### config.mk
export PLATFORM = sky130hd
export DESIGN_NAME = branch_predict_unit
export DESIGN_NICKNAME = d
export VERILOG_FILES = /design/src/rtl/branch_predict_unit.sv
export SDC_FILE = /design/constraint.sdc
export NUM_CORES = 1
export LEC_CHECK = 0
export BUFFER_PORTS_ARGS = -buffer_cell sky130_fd_sc_hd__clkbuf_2
export CORE_ASPECT_RATIO = 0.7
export CORE_UTILIZATION = 51
export CTS_BUF_LIST = sky130_fd_sc_hd__clkbuf_16
export DETAILED_ROUTE_END_ITERATION = 6
export PLACE_DENSITY = 0.79
export SYNTH_ARGS = -nofsm -noshare
export SYNTH_HDL_FRONTEND = slang
export SYNTH_SLANG_ARGS = --single-unit
### constraint.sdc
create_clock -name i_clk -period 3.3 [get_ports i_clk]
set_input_delay 0.33 -clock i_clk [delete_from_list [all_inputs] [get_ports i_clk]]
set_output_delay 0.33 -clock i_clk [all_outputs]
set_load 0.05 [all_outputs]
### src/rtl/branch_predict_unit.sv
// branch_predict_unit
//   Resolves the six MIPS conditional branches (BEQ, BNE, BLEZ, BGTZ, BLTZ,
//   BGEZ) in EX. It also keeps a PC-indexed table of 2-bit saturating
//   counters that gives fetch a taken/not-taken prediction. Outputs are a
//   registered direction, a one-cycle mispredict flush pulse and saturating
//   statistics counters.
//
// Ports
//   i_clk              system clock, rising edge
//   i_rst_n            asynchronous active-low reset
//   i_lookup_pc        fetch-stage PC used for the prediction lookup
//   o_predict_taken    combinational prediction, MSB of the indexed counter
//   i_res_valid        a branch resolves in EX this cycle
//   i_res_pc           PC of the resolving branch
//   i_res_type         1 BEQ, 2 BNE, 3 BLEZ, 4 BGTZ, 5 BLTZ, 6 BGEZ, else none
//   i_res_pred         prediction that travelled with the branch from fetch
//   i_rs_data          rs operand
//   i_rt_data          rt operand
//   i_stall            EX frozen; the resolve is ignored
//   o_branch_taken     registered resolved direction
//   o_mispredict       registered one-cycle flush pulse
//   o_stat_branches    saturating count of accepted branches
//   o_stat_mispredicts saturating count of mispredicted branches

module branch_predict_unit #(
   parameter int WIDTH      = 32,
   parameter int PHT_DEPTH  = 64,
   parameter int INIT_STATE = 1,
   parameter int STAT_W     = 16
) (
   input  logic              i_clk,
   input  logic              i_rst_n,
   input  logic [WIDTH-1:0]  i_lookup_pc,
   output logic              o_predict_taken,
   input  logic              i_res_valid,
   input  logic [WIDTH-1:0]  i_res_pc,
   input  logic [2:0]        i_res_type,
   input  logic              i_res_pred,
   input  logic [WIDTH-1:0]  i_rs_data,
   input  logic [WIDTH-1:0]  i_rt_data,
   input  logic              i_stall,
   output logic              o_branch_taken,
   output logic              o_mispredict,
   output logic [STAT_W-1:0] o_stat_branches,
   output logic [STAT_W-1:0] o_stat_mispredicts
);

   localparam int         IDX     = $clog2(PHT_DEPTH);
   localparam logic [1:0] INIT_CT = INIT_STATE[1:0];

   localparam logic [2:0] T_BEQ  = 3'd1;
   localparam logic [2:0] T_BNE  = 3'd2;
   localparam logic [2:0] T_BLEZ = 3'd3;
   localparam logic [2:0] T_BGTZ = 3'd4;
   localparam logic [2:0] T_BLTZ = 3'd5;
   localparam logic [2:0] T_BGEZ = 3'd6;

   logic [1:0]        r_pht [PHT_DEPTH];
   logic              r_branch_taken;
   logic              r_mispredict;
   logic [STAT_W-1:0] r_stat_branches;
   logic [STAT_W-1:0] r_stat_mispredicts;

   logic [IDX-1:0]    w_lookup_idx;
   logic [IDX-1:0]    w_res_idx;
   logic              w_rs_neg;
   logic              w_rs_zero;
   logic              w_rs_eq_rt;
   logic              w_cond;
   logic              w_type_ok;
   logic              w_accept;
   logic              w_miss;
   logic [1:0]        w_res_ctr;

   // Word-aligned index; PC bits [1:0] and bits above IDX+1 are deliberately
   // ignored, so distant branches may alias onto the same counter.
   assign w_lookup_idx = i_lookup_pc[IDX+1:2];
   assign w_res_idx    = i_res_pc[IDX+1:2];

   logic w_unused_pc_bits;
   assign w_unused_pc_bits = ^{i_lookup_pc[1:0], i_lookup_pc[WIDTH-1:IDX+2],
                               i_res_pc[1:0], i_res_pc[WIDTH-1:IDX+2]};

   // No bypass: a same-cycle update to this entry shows up one cycle later.
   assign o_predict_taken = r_pht[w_lookup_idx][1];

   assign w_rs_neg   = i_rs_data[WIDTH-1];
   assign w_rs_zero  = (i_rs_data == '0);
   assign w_rs_eq_rt = (i_rs_data == i_rt_data);

   always_comb begin
      w_cond    = 1'b0;
      w_type_ok = 1'b1;
      case (i_res_type)
         T_BEQ:   w_cond = w_rs_eq_rt;
         T_BNE:   w_cond = !w_rs_eq_rt;
         T_BLEZ:  w_cond = w_rs_neg || w_rs_zero;
         T_BGTZ:  w_cond = !w_rs_neg && !w_rs_zero;
         T_BLTZ:  w_cond = w_rs_neg;
         T_BGEZ:  w_cond = !w_rs_neg;
         default: w_type_ok = 1'b0;
      endcase
   end

   assign w_accept  = i_res_valid && !i_stall && w_type_ok;
   assign w_miss    = w_accept && (w_cond != i_res_pred);
   assign w_res_ctr = r_pht[w_res_idx];

   always_ff @(posedge i_clk or negedge i_rst_n) begin
      if (!i_rst_n) begin
         for (int i = 0; i < PHT_DEPTH; i++) begin
            r_pht[i] <= INIT_CT;
         end
      end else if (w_accept) begin
         if (w_cond && (w_res_ctr != 2'd3)) begin
            r_pht[w_res_idx] <= w_res_ctr + 2'd1;
         end else if (!w_cond && (w_res_ctr != 2'd0)) begin
            r_pht[w_res_idx] <= w_res_ctr - 2'd1;
         end
      end
   end

   always_ff @(posedge i_clk or negedge i_rst_n) begin
      if (!i_rst_n) begin
         r_branch_taken <= 1'b0;
         r_mispredict   <= 1'b0;
      end else begin
         r_branch_taken <= w_accept && w_cond;
         r_mispredict   <= w_miss;
      end
   end

   // Statistics stop at all-ones rather than wrapping.
   always_ff @(posedge i_clk or negedge i_rst_n) begin
      if (!i_rst_n) begin
         r_stat_branches    <= '0;
         r_stat_mispredicts <= '0;
      end else if (w_accept) begin
         if (!(&r_stat_branches)) begin
            r_stat_branches <= r_stat_branches + 1'b1;
         end
         if (w_miss && !(&r_stat_mispredicts)) begin
            r_stat_mispredicts <= r_stat_mispredicts + 1'b1;
         end
      end
   end

   assign o_branch_taken     = r_branch_taken;
   assign o_mispredict       = r_mispredict;
   assign o_stat_branches    = r_stat_branches;
   assign o_stat_mispredicts = r_stat_mispredicts;

endmodule

Word level (Yosys, flattened, before mapping)
Cells that the tools add are included.

operators by class
  magnitude comparators = 3
  reduce and logical (&&, ||, !) cells = 25
  equality and inequality tests = 9
  shift operators = 0
  $add $sub $neg = 4
  bitwise operators = 3
  multipliers = 0
  multiplexer cells = 14
  div/mod/pow operators = 0

operators by type and width
  operator                                            count
  bitwise mux 128 bit                                 2
  two-way mux 128 bit                                 2
  adder 16 x 1 -> 16 bit, second input constant       2
  == test 32 bit                                      1
  zero test 32 bit                                    1
  AND reduction 16 bit                                2
  binary-select mux 2 bit (select 6 bit)              2
  >= comparator 7 bit, second input constant          2
  inverter 6 -> 7 bit                                 2
  demux 2 bit (select 6 bit)                          1
  two-way mux 2 bit                                   5
  == test 3 bit, second input constant                3
  logical AND 1 bit                                   9
  < comparator 7 x 1 -> 1 bit, second input constant  1
  == test 3 x 2 -> 1 bit, second input constant       2
  zero test 1 bit                                     6
  one-hot mux 1 bit (6 select lines)                  1
  AND reduction 2 bit                                 3
  OR reduction 6 bit                                  1
  nonzero test 2 bit                                  2
  == test 3 x 1 -> 1 bit, second input constant       1
  adder 2 x 1 -> 2 bit, second input constant         1
  inequality test 2 bit, second input constant        1
  subtractor 2 x 1 -> 2 bit, second input constant    1
  other kinds (4)                                     4

storage, ports and cells
  memories = 0
  output and inout port bits = 35
  bits in read-only memories = 0
  latch bits = 0
  bits of input ports = 136
  logic and storage cells = 126
  flip-flop bits (word level) = 162
  RAM bits = 0

Logic depth before layout (Yosys ltp)
  depth in word-level cells = 8
  mapped depth = 16
  depth with buffers taken out = 12

Least setup slack after synthesis
No wires, ideal clock.

  path kind = input -> register
  start point = input port i_res_pc[2]
  end point = register r_pht[45] in the netlist's numbering
  library setup time = 0.125 ns
  path buffers = 4
  arrival time = 3.405 ns
  stages on the path = 15
  data required time = 3.175 ns
  path slack = -0.230 ns
  cell sequence = or3b_2 -> buf_1 -> o22ai_1 -> nor2_1 -> a21oi_1 -> a21oi_1 -> o2111ai_1 -> clkbuf_1 -> clkbuf_1 -> inv_1 -> ha_1 -> mux2i_4 -> buf_6 -> nor4b_4 -> mux2_2

on the way
  word-level cells in the longest chain between the ends = 8
  elaborated cells on any way between the ends = 21
  those cells by class = add/sub: 2; order compare: 2; eq/ne: 1; mux: 9; bitwise: 1; reduce/logical: 6

ends and longest elaborated chain
  item                                                                                 line           source
  start, declared                                                                      36             input logic [WIDTH-1:0] i_res_pc,
  inverter 6 -> 7 bit (implied by the code) *                                          107, 116, 118
  binary-select mux 2 bit (select 6 bit), or another cell as far along                 107            assign w_res_ctr = r_pht[w_res_idx];
  two-way mux 2 bit (implied by the code) / logical AND 1 bit (equally long branches)  107, 116, 118
  two-way mux 2 bit (on tied branches)                                                 107, 116, 118
  subtractor 2 x 1 -> 2 bit, or another cell as far along                              118            r_pht[w_res_idx] <= w_res_ctr - 2'd1;
  bitwise mux 128 bit, or another cell as far along                                    118
  two-way mux 128 bit / nonzero test 2 bit (equally long branches)                     -
  two-way mux 128 bit / AND reduction 2 bit (equally long branches)                    -
  end signal, assigned by index                                                        116            r_pht[w_res_idx] <= w_res_ctr + 2'd1;
  end signal, assigned by index                                                        118
  end, declared                                                                        58             logic [1:0] r_pht [PHT_DEPTH];

Mark *: on every way between the ends. The rest lies on a longest branch, timed or not. The select of a mux whose other input is x is not followed.
A chain may end at the register's enable or synchronous reset.

Worst setup path in the final report
  start point = input port i_res_pc[3]
  end point = register r_pht[1] in the netlist's numbering

Same word-level chain as after synthesis.

==> summary.md <==
| Metric | Value |
|---|---|
| CP required | 3620 ps |
| Seq cells post-synth | between 150 and 200 |
| Area taken by multi-input logic gates | 4540 um2 |
| CTS HTree Levels | 4 |
| Die height | 112 um |
| Vias in the first global route | about 7200 |
| CP Class | in -> reg |
| Clock sinks | approximately 160 |
| Most frequent cells in the layout | mux2_2 (122), clkbuf_2 (117), dfrtp_1 (98), buf_4 (75), dfstp_2 (64) |
| Design Area, Final | 10900 um2 |
| Final Setup Violations | 0 |
| Clock latency on the worst-skew pair | 440 ps |
| Detail Placement HPWL | 17.8 mm |
| Die area | roughly 18000 um2 |
| Synthesized-area fraction occupied by xor and xnor cells | 6.21% |
| Setup ws final | 62.6 ps |
| DR WL/cell | 22.4 um |
| Synth Warn # | 0 |
| Compound-Gate Fraction of Synth Area | 6.76% |
| Syn Nets | 877 |
| Area grow syn2layout | 22.7% |
| Syn Area/Cell | 12.0 um2 |
| Num CTS Buffers | 17 |
| Rows | 39 |
| Buf/Inv on CP | 6 |
| Starting DRC count in detailed routing | just under 800 |
| First-pass iteration count of the detailed router | 5 |
| Initial antenna violation count | 0 |
| CTS tree | built |
| Fmax achieved | 0.309 GHz |
| Arr. time, crit path | 3560 ps |
| FILL cells | 1313 |
| Routed vias | 7338 |
| Clock Skew | 9.21 ps |
| Antenna-violating nets left | 0 |
| Class of the tightest hold or removal check | in -> reg |
| Crit path time final | 3240 ps |
| Status | completed |
| Async SR Flop Fraction | 100% |
| Post-synthesis sequential area ratio | 46.6% |
| Final period util | 98.1% |
| CP startpoint kind | primary input |
| Worst path slowest cell | or3_1 |
| Synth Area in Simple Gates | 14.7% |
| Port bufs | 118 |
| Crit-path leading delay family | simple AND/OR/NAND/NOR gates |
| Register area | 4130 um2 |
| Most common cell after layout, fill and taps aside | mux2_2 |
| Tightest Pin Transition | roughly 840 ps |
| Gr ovfl total | 0 |
| Share of layout cells above drive strength 1 | 50.7% |
| CP max FO | 13 |
| Power Total | 5550 uW |
| GPL Wtd Cong | 0.926 |
| Max incr delay on CP | slightly below 600 ps |
| I/O pin count | about 170 |
| Final Core Density | about two thirds |
| Core box area | 16700 um2 |
| Post-synth EDFFs | 0 |
| Starting Density | 53.2% |
| Die width | ~160 um |
| DP Worst Slack | -305 ps |
| Final routed DRC violation total | 0 |
| First-pass GRT wire length | ~40 mm |
| Critical Path, Cell by Cell | clkbuf_2 -> or3_1 -> buf_4 -> o22ai_1 -> nor4_2 -> nor2_1 -> a21oi_1 -> buf_4 -> o2111ai_4 -> inv_1 -> ha_1 -> mux2i_4 -> buf_12 -> buf_12 -> and4_1 -> mux2_2 |
| Adder-cell share of the synthesized area | less than 1% |
| MaxCap Viol Count | 0 |
| Placed Area | 10300 um2 |
| Power per cell area | 509 nW/um2 |
| Via-to-Cell Ratio | 6.43 |
| Final WL | 25.6 mm |
| Clock Tree Buf Depth | 2 |
| Largest net degree at the start of global routing | a little under 90 |
| Syn Inst Count | 737 |
| Postcts setup bufs | 0 |
| Largest family of logic cells by synthesized area | multiplexers |
| Prevailing post-synth register cell | dfrtp_1 |
| Syn Std Cell Area | 8880 um2 |
| Clock-pin slew on the worst setup and hold paths | 70 ps |
| Total global-route track usage | 29.3% |
| Synth cell types | 52 |
| Lkg Pwr | 0.00494 uW |
| Worst rel slew slack | 43.7% |
| Max rail drop VDD | about 0.38 mV |
| Final #Nets | approximately 1000 |
| Clock root cell | clkbuf_16 |
| Ant. Diodes | 0 |
| Critical Path End Type | flip-flop |
| Hold Fails Final Rpt | 0 |
| Post-synthesis mux area share | 22.1% |
| Slew Limit Fails | 0 |
stage by stage:
stage / cells / setup TNS (ps) / hold WS (ps)
after floorplan: 737 / 0 / 34.4
after global placement: 1109 / -17560 / 461
after detailed placement: 1109 / -22470 / 450
after CTS: 1142 / 0 / 235
after global routing: 1142 / -87.6 / 269
final: 1142 / 0 / 251
cells by family after synthesis:
kind of cell,count (synthesis)
AND/OR/NAND/NOR,210
flip-flops,162
multiplexers,152
AO/OA/AOI/OAI,85
XOR/XNOR,63
buffers and inverters,61
adder cells (fa/ha/maj),4
cell type report:
type,instances,share of cell area [%]
clock buffer,17,3.90
clock inverter,15,1.13
inverter,5,0.172
multi-input combinational,514,41.7
sequential,162,37.9
tap,225,2.58
timing repair buffer,204,12.6
worst paths after layout:
check | start | to | slack [ps] | depth (start not counted)
max in group asynchronous | i_rst_n | async pin | 1880 | 3
worst max register to register | flip-flop | r_pht[1] | 120 | 10
worst min-delay path | i_res_valid | o_branch_taken | 250 | 3
min in group asynchronous | i_rst_n | o_stat_mispredicts[7] | 520 | 2
worst max-delay path | i_res_pc[3] | r_pht[1] | 60 | 16
worst min register to register | o_stat_branches[8] | o_stat_branches[8] | 490 | 1
synth_stat cells (13+ instances only):
cell | instances | share of area [%]
mux4_2 | 21 | 5.3
nand2_1 | 21 | 0.89
nor4_1 | 14 | 0.99
nand4_1 | 61 | 4.3
nand3_1 | 20 | 1.1
nor2_1 | 22 | 0.93
o22ai_1 | 32 | 2.3
xor2_1 | 21 | 2.1
and3_1 | 13 | 0.92
mux2_2 | 124 | 16
nor3_1 | 13 | 0.73
clkbuf_1 | 42 | 1.8
xnor2_1 | 42 | 4.1
dfstp_2 | 64 | 19
a22oi_1 | 30 | 2.5
dfrtp_1 | 98 | 28
worst register-to-register path: cells and delay by family (launching register included):
kind,cells,cell delay (ps)
AO/OA/AOI/OAI,3,580
buffers and inverters,2,310
adder cells (fa/ha/maj),1,240
multiplexers,2,520
flip-flops,1,540
AND/OR/NAND/NOR,2,860
routing by layer:
| metal | routed length (um) | vias up | global-route usage (%) |
|---|---|---|---|
| met4 | 532 | 0 | 9.55 |
| met1 | 11100 | 3708 | 42.1 |
| li1 | - | 3184 | - |
| met2 | 11500 | 392 | 43.3 |
| met3 | 2420 | 54 | 7.50 |
| met5 | 0 | - | 0 |
what timing repair did:
item	in CTS	in global routing
hold endpoints to repair	27	0
resized for setup	0	1
endpoints found under the setup margin	0	2
hold buffers	1	0
power breakdown:
| group | switching (uW) | internal (uW) |
|---|---|---|
| Clock | 901 | 984 |
| Combinational | 769 | 494 |
| Sequential | 177 | 2220 |
Note: power is estimated with default switching activity, not from simulation.
